[src/rtl/fir_sched_pkg.sv]
// Shared encodings and widths for the two-channel time-shared FIR scheduler.
package fir_sched_pkg;

  localparam int SAMPLE_W = 16;
  localparam int WAIT_W   = 4;
  localparam int DEC_W    = 8;

  typedef enum logic [1:0] {
    ST_IDLE  = 2'd0,
    ST_ISSUE = 2'd1,
    ST_WAIT  = 2'd2,
    ST_HOLD  = 2'd3
  } sched_state_t;

endpackage

[src/rtl/rr_arb2.sv]
// Two-requester round-robin arbiter; the pointer remembers the last winner so a
// tie goes to the other channel.
module rr_arb2 (
  input  logic       clk,
  input  logic       rst_n,
  input  logic       en,
  input  logic [1:0] req,
  output logic [1:0] gnt,
  output logic       gnt_ch,
  output logic       take
);

  logic last;

  always_comb begin
    gnt_ch = (req == 2'b11) ? ~last : req[1];
    gnt[0] = en & req[0] & ~gnt_ch;
    gnt[1] = en & req[1] & gnt_ch;
  end

  assign take = |gnt;

  // Pointer starts at 1 so channel 0 wins the first tie after reset.
  always_ff @(posedge clk or negedge rst_n) begin
    if (!rst_n) begin
      last <= 1'b1;
    end else if (take) begin
      last <= gnt_ch;
    end
  end

endmodule

[src/rtl/fir_ch_sched.sv]
// Schedules two sample streams through one shared FIR with per-channel state
// banks and decimates each channel's filtered results independently.
module fir_ch_sched
  import fir_sched_pkg::*;
#(
  parameter int DECIM    = 8,
  parameter int FILT_LAT = 2
) (
  input  logic                       clk,
  input  logic                       rst_n,
  input  logic                       ch0_valid,
  input  logic signed [SAMPLE_W-1:0] ch0_data,
  output logic                       ch0_ready,
  input  logic                       ch1_valid,
  input  logic signed [SAMPLE_W-1:0] ch1_data,
  output logic                       ch1_ready,
  output logic signed [SAMPLE_W-1:0] filt_data,
  output logic                       filt_enable,
  output logic                       filt_sel,
  input  logic signed [SAMPLE_W-1:0] filt_out,
  output logic                       out_valid,
  output logic                       out_ch,
  output logic signed [SAMPLE_W-1:0] out_data,
  input  logic                       out_ready
);

  localparam logic [WAIT_W-1:0] WAIT_LOAD = WAIT_W'(FILT_LAT - 1);
  localparam logic [DEC_W-1:0]  DEC_LAST  = DEC_W'(DECIM - 1);

  sched_state_t      state, state_d;
  logic [WAIT_W-1:0] wait_cnt, wait_cnt_d;
  logic [DEC_W-1:0]  dec [2];
  logic [1:0]        gnt;
  logic              gnt_ch;
  logic              take;
  logic              wait_done;
  logic              dec_final;

  rr_arb2 u_arb (
    .clk    (clk),
    .rst_n  (rst_n),
    .en     (state == ST_IDLE),
    .req    ({ch1_valid, ch0_valid}),
    .gnt    (gnt),
    .gnt_ch (gnt_ch),
    .take   (take)
  );

  assign ch0_ready   = gnt[0];
  assign ch1_ready   = gnt[1];
  assign filt_enable = (state == ST_ISSUE);
  assign out_valid   = (state == ST_HOLD);
  assign wait_done   = (state == ST_WAIT) && (wait_cnt == '0);
  assign dec_final   = (dec[filt_sel] == DEC_LAST);

  always_comb begin
    state_d    = state;
    wait_cnt_d = wait_cnt;
    case (state)
      ST_IDLE: begin
        if (take) state_d = ST_ISSUE;
      end
      ST_ISSUE: begin
        state_d    = ST_WAIT;
        wait_cnt_d = WAIT_LOAD;
      end
      ST_WAIT: begin
        if (wait_cnt == '0) begin
          state_d = dec_final ? ST_HOLD : ST_IDLE;
        end else begin
          wait_cnt_d = wait_cnt - 1'b1;
        end
      end
      ST_HOLD: begin
        if (out_ready) state_d = ST_IDLE;
      end
      default: state_d = ST_IDLE;
    endcase
  end

  always_ff @(posedge clk or negedge rst_n) begin
    if (!rst_n) begin
      state    <= ST_IDLE;
      wait_cnt <= '0;
    end else begin
      state    <= state_d;
      wait_cnt <= wait_cnt_d;
    end
  end

  // Sample and bank select hold from one transfer to the next.
  always_ff @(posedge clk or negedge rst_n) begin
    if (!rst_n) begin
      filt_data <= '0;
      filt_sel  <= 1'b0;
    end else if (take) begin
      filt_data <= gnt_ch ? ch1_data : ch0_data;
      filt_sel  <= gnt_ch;
    end
  end

  always_ff @(posedge clk or negedge rst_n) begin
    if (!rst_n) begin
      dec[0] <= '0;
      dec[1] <= '0;
    end else if (wait_done) begin
      dec[filt_sel] <= dec_final ? '0 : dec[filt_sel] + 1'b1;
    end
  end

  // Filter output is valid on the last WAIT cycle; capture only the kept sample.
  always_ff @(posedge clk or negedge rst_n) begin
    if (!rst_n) begin
      out_data <= '0;
      out_ch   <= 1'b0;
    end else if (wait_done && dec_final) begin
      out_data <= filt_out;
      out_ch   <= filt_sel;
    end
  end

endmodule

[config.mk]
export PLATFORM = sky130hd
export DESIGN_NAME = fir_ch_sched
export DESIGN_NICKNAME = d
export VERILOG_FILES = /design/src/rtl/fir_sched_pkg.sv /design/src/rtl/rr_arb2.sv /design/src/rtl/fir_ch_sched.sv
export SDC_FILE = /design/constraint.sdc
export NUM_CORES = 1
export LEC_CHECK = 0
export CORE_UTILIZATION = 45
export DETAILED_ROUTE_END_ITERATION = 8
export HOLD_SLACK_MARGIN = 0.08
export PLACE_DENSITY_LB_ADDON = 0.25
export SLEW_MARGIN = 30
export SYNTH_ARGS = -nofsm -noshare
export SYNTH_HDL_FRONTEND = slang
export SYNTH_HIERARCHICAL = 1
export SYNTH_SLANG_ARGS = --single-unit
[constraint.sdc]
create_clock -name clk -period 3.5 [get_ports clk]
set_clock_uncertainty 0.15 [all_clocks]
set_input_delay 1.05 -clock clk [delete_from_list [all_inputs] [get_ports clk]]
set_output_delay 1.05 -clock clk [all_outputs]
set_load 0.02 [all_outputs]
==> impl_metrics.csv, run 1 <==
group,metric,value,unit
clock_tree,clk_latency,0.32,ns
timing,min_period,3.377,ns
synth,ys_top_cells_by_area,"dfrtp_1, mux2i_1, mux2_4",
synth,syn-cell-area,0.002791,mm²
critical_path,regToRegSetupSlack,0.74,ns
pwr,cellLeakagePower,0.001763,µW
floorplanning,die_y,80.76,µm
timing,holdWs,0.3159,ns
critical_path,cp-end-kind,"primary output",
detailed_routing,num_vias,2265,
clock_tree,cts_setup_buffers,0,
final_layout,nNetsFinal,402,
synth,yosys.area.top_type,"dfrtp_1",
pwr,cellPowerDensity,669.6,mW/mm²
floorplanning,core,0.005956,mm²
synth,synth_commonest_cells,"dfrtp_1, nor2_1, a21oi_1, nand2_1, mux2i_1",
clock_tree,cts_buffers,9,
clock_tree,cts_resized,2,
synth,synth_ff_type,"dfrtp_1",
global_route,track_usage,20.93,%
global_route,first_global_vias,2189,
synth,synth_top_area_share,50.20,%
clock_tree,cts_tree,"yes",
detailed_routing,drt-total-wl,6.325,mm
timing,min_period_over_period,96.50,%
synth,synth-async-reset-ratio,100.0,%
timing,drv_slew,0,
pwr,vdd_drop_max,499.3,µV
floorplanning,die_w,80.76,µm
timing,tightest_slew,0.4291,ns
clock_tree,clock_sinks,57,
critical_path,worst_ep_arrival_time,2.18,ns
synth,synth_most_common_cell,"dfrtp_1",
clock_tree,hold_buffers,0,
job,maxCapViolCount,0,
min_path,min_path_type,"reg2reg",
synth,ys_ff_latch,57,
synth,ys_seq_area_share,51.14,%
detailed_routing,wire_per_inst,14.81,µm
timing,timing.slew.headroom,71.39,%
critical_path,startpoint_type,"input port",
detailed_routing,first_pass_iters,4,
global_route,grt_pass1_wl,10.24,mm
clock_tree,cts_htree_levels,3,
critical_path,path_max_fanout,3,
synth,yosys_warnings,6,
final_layout,drive_gt1_share,14.77,%
critical_path,worstReg2RegStart,"filt_sel",
final_layout,antenna-diode-count,0,
floorplanning,fp.dieArea,0.006522,mm²
critical_path,crit_path_end,"ch1_ready",
critical_path,timing.rr.end,"out_data[13]",
final_layout,syn_to_final_growth,42.13,%
critical_path,ff2ff_path_depth,6,
clock_tree,cts_root_buf,"clkbuf_8",
critical_path,startpoint,"ch1_valid",
global_route,grt_max_degree,33,
timing,finalSetupViolCount,0,
critical_path,worstSetupPathType,"in2out",
placement,port_buffers,90,
run_status,status,"finished clean",
detailed_routing,drt_iter0_drc,159,
floorplanning,ios,91,
placement,hpwlAfterDp,4.678,mm
floorplanning,fp-row-count,28,
detailed_routing,drc,0,
synth,syn_nets,303,
detailed_routing,detail-route-antenna-nets,0,
clock_tree,clkTransAtPathRegs,0.06,ns
global_route,overflow,0,
clock_tree,ctsLongestPathBuffers,2,
placement,gp_congestion,0.8286,
synth,syn_inst,248,
critical_path,required,2.30,ns
global_route,antenna_found_initial,0,
detailed_routing,via_per_inst,5.304,
synth,ys_types,52,
placement,post-place-ws,-0.1521,ns
timing,finalWorstSetupSlack,0.1225,ns
timing,fmax,0.2961,GHz
synth,synth_enable_flop_cells,0,
floorplanning,start_util,46.87,%
timing,final_hold_viol_count,0,
timing,rsz0062_at_grt,"false",
synth,synth_area_per_cell,11.26,µm²
[metrics by stage]
stage	power [µW]	TNS [ns]	area, µm²	util, %	instances
finish	2657	0	3968	66.62	427
global route	2833	0	3968	66.62	427
CTS	2680	0	3968	66.62	427
detailed placement	2084	-0.2504	3781	63.49	411
global placement	2050	-0.1831	3781	63.49	411
floorplan	1619	0	2791	-	248
[cell usage in the layout (no fill, tap or decap), types with 4 or more instances in the layout]
cell             Yosys  layout
a31oi_1              5       5
buf_4                0       9
nand3_1              5       5
inv_1                8       8
a21oi_1             20      20
mux2i_1             16      16
nand2_1             20      20
clkbuf_8             0      10
mux2_2              10      10
nor3_1               4       4
clkdlybuf4s50_1      0      87
dfrtp_1             56      56
mux2_4               9       9
nor2_1              25      25
nand4_1              6       6
xnor2_1              5       5
[registers in the layout, indices dropped and copies added (netlist names)]
register and cells:
state 2, u_arb/last 1, dec 16, out_ch 1, out_data 16, filt_data 16
wait_cnt 4, filt_sel 1
[worst min-delay path by stage]
stage / slack (ns) / from / depth (start not counted) / to
floorplan: 0.29 / dec[15] / 1 / dec[15]
global route: 0.34 / dec[7] / 1 / dec[7]
finish: 0.32 / dec[7] / 1 / dec[7]
CTS: 0.32 / dec[7] / 1 / dec[7]
detailed placement: 0.31 / dec[7] / 1 / dec[7]
global placement: 0.31 / dec[7] / 1 / dec[7]
[cells by family (layout without fill, tap and decap cells)]
logic type               count (synthesis)  in the layout  share of synthesized area, %
buffers and inverters                   19            123                         3.496
AO/OA/AOI/OAI                           46             46                         10.76
adder cells (fa/ha/maj)                  2              2                        0.8963
XOR/XNOR                                 8              8                         2.510
AND/OR/NAND/NOR                         80             80                         16.18
multiplexers                            36             36                         15.02
flip-flops                              57             57                         51.14
[layout make-up]
cell class,instances,area [µm²]
Clock inverter,3,40.04
Sequential cell,57,1428
Inverter,8,30.03
Clock buffer,13,148.9
Tap cell,75,93.84
Fill cell,483,1988
Timing Repair Buffer,99,960.9
Multi-Input combinational cell,172,1266
[layer usage]
layer	track usage [%]	part of all wire, %	up-vias
li1	-	-	1090
met1	26.47	43	1097
met2	33.39	49	73
met3	9.213	7.2	5
met4	4.107	0.60	0
met5	0	0	-
[critical path, stage by stage]
cell and delay, ns:
clkdlybuf4s50_1 0.49, a21boi_2 0.18, and2_1 0.13, dlygate4sd2_1 0.33
[power breakdown]
group / internal [µW] / switching (µW)
sequential: 834 / 139
clock: 347 / 248
combinational: 519 / 569
total: 1700 / 956
Power figures use the tool's default switching activity.
==> inputs of run 2 (changes only) <==
GPL_ROUTABILITY_DRIVEN = 0   (was not set)
==> results of run 2 <==
Final layout, timing and power as in run 1 (identical DEF).
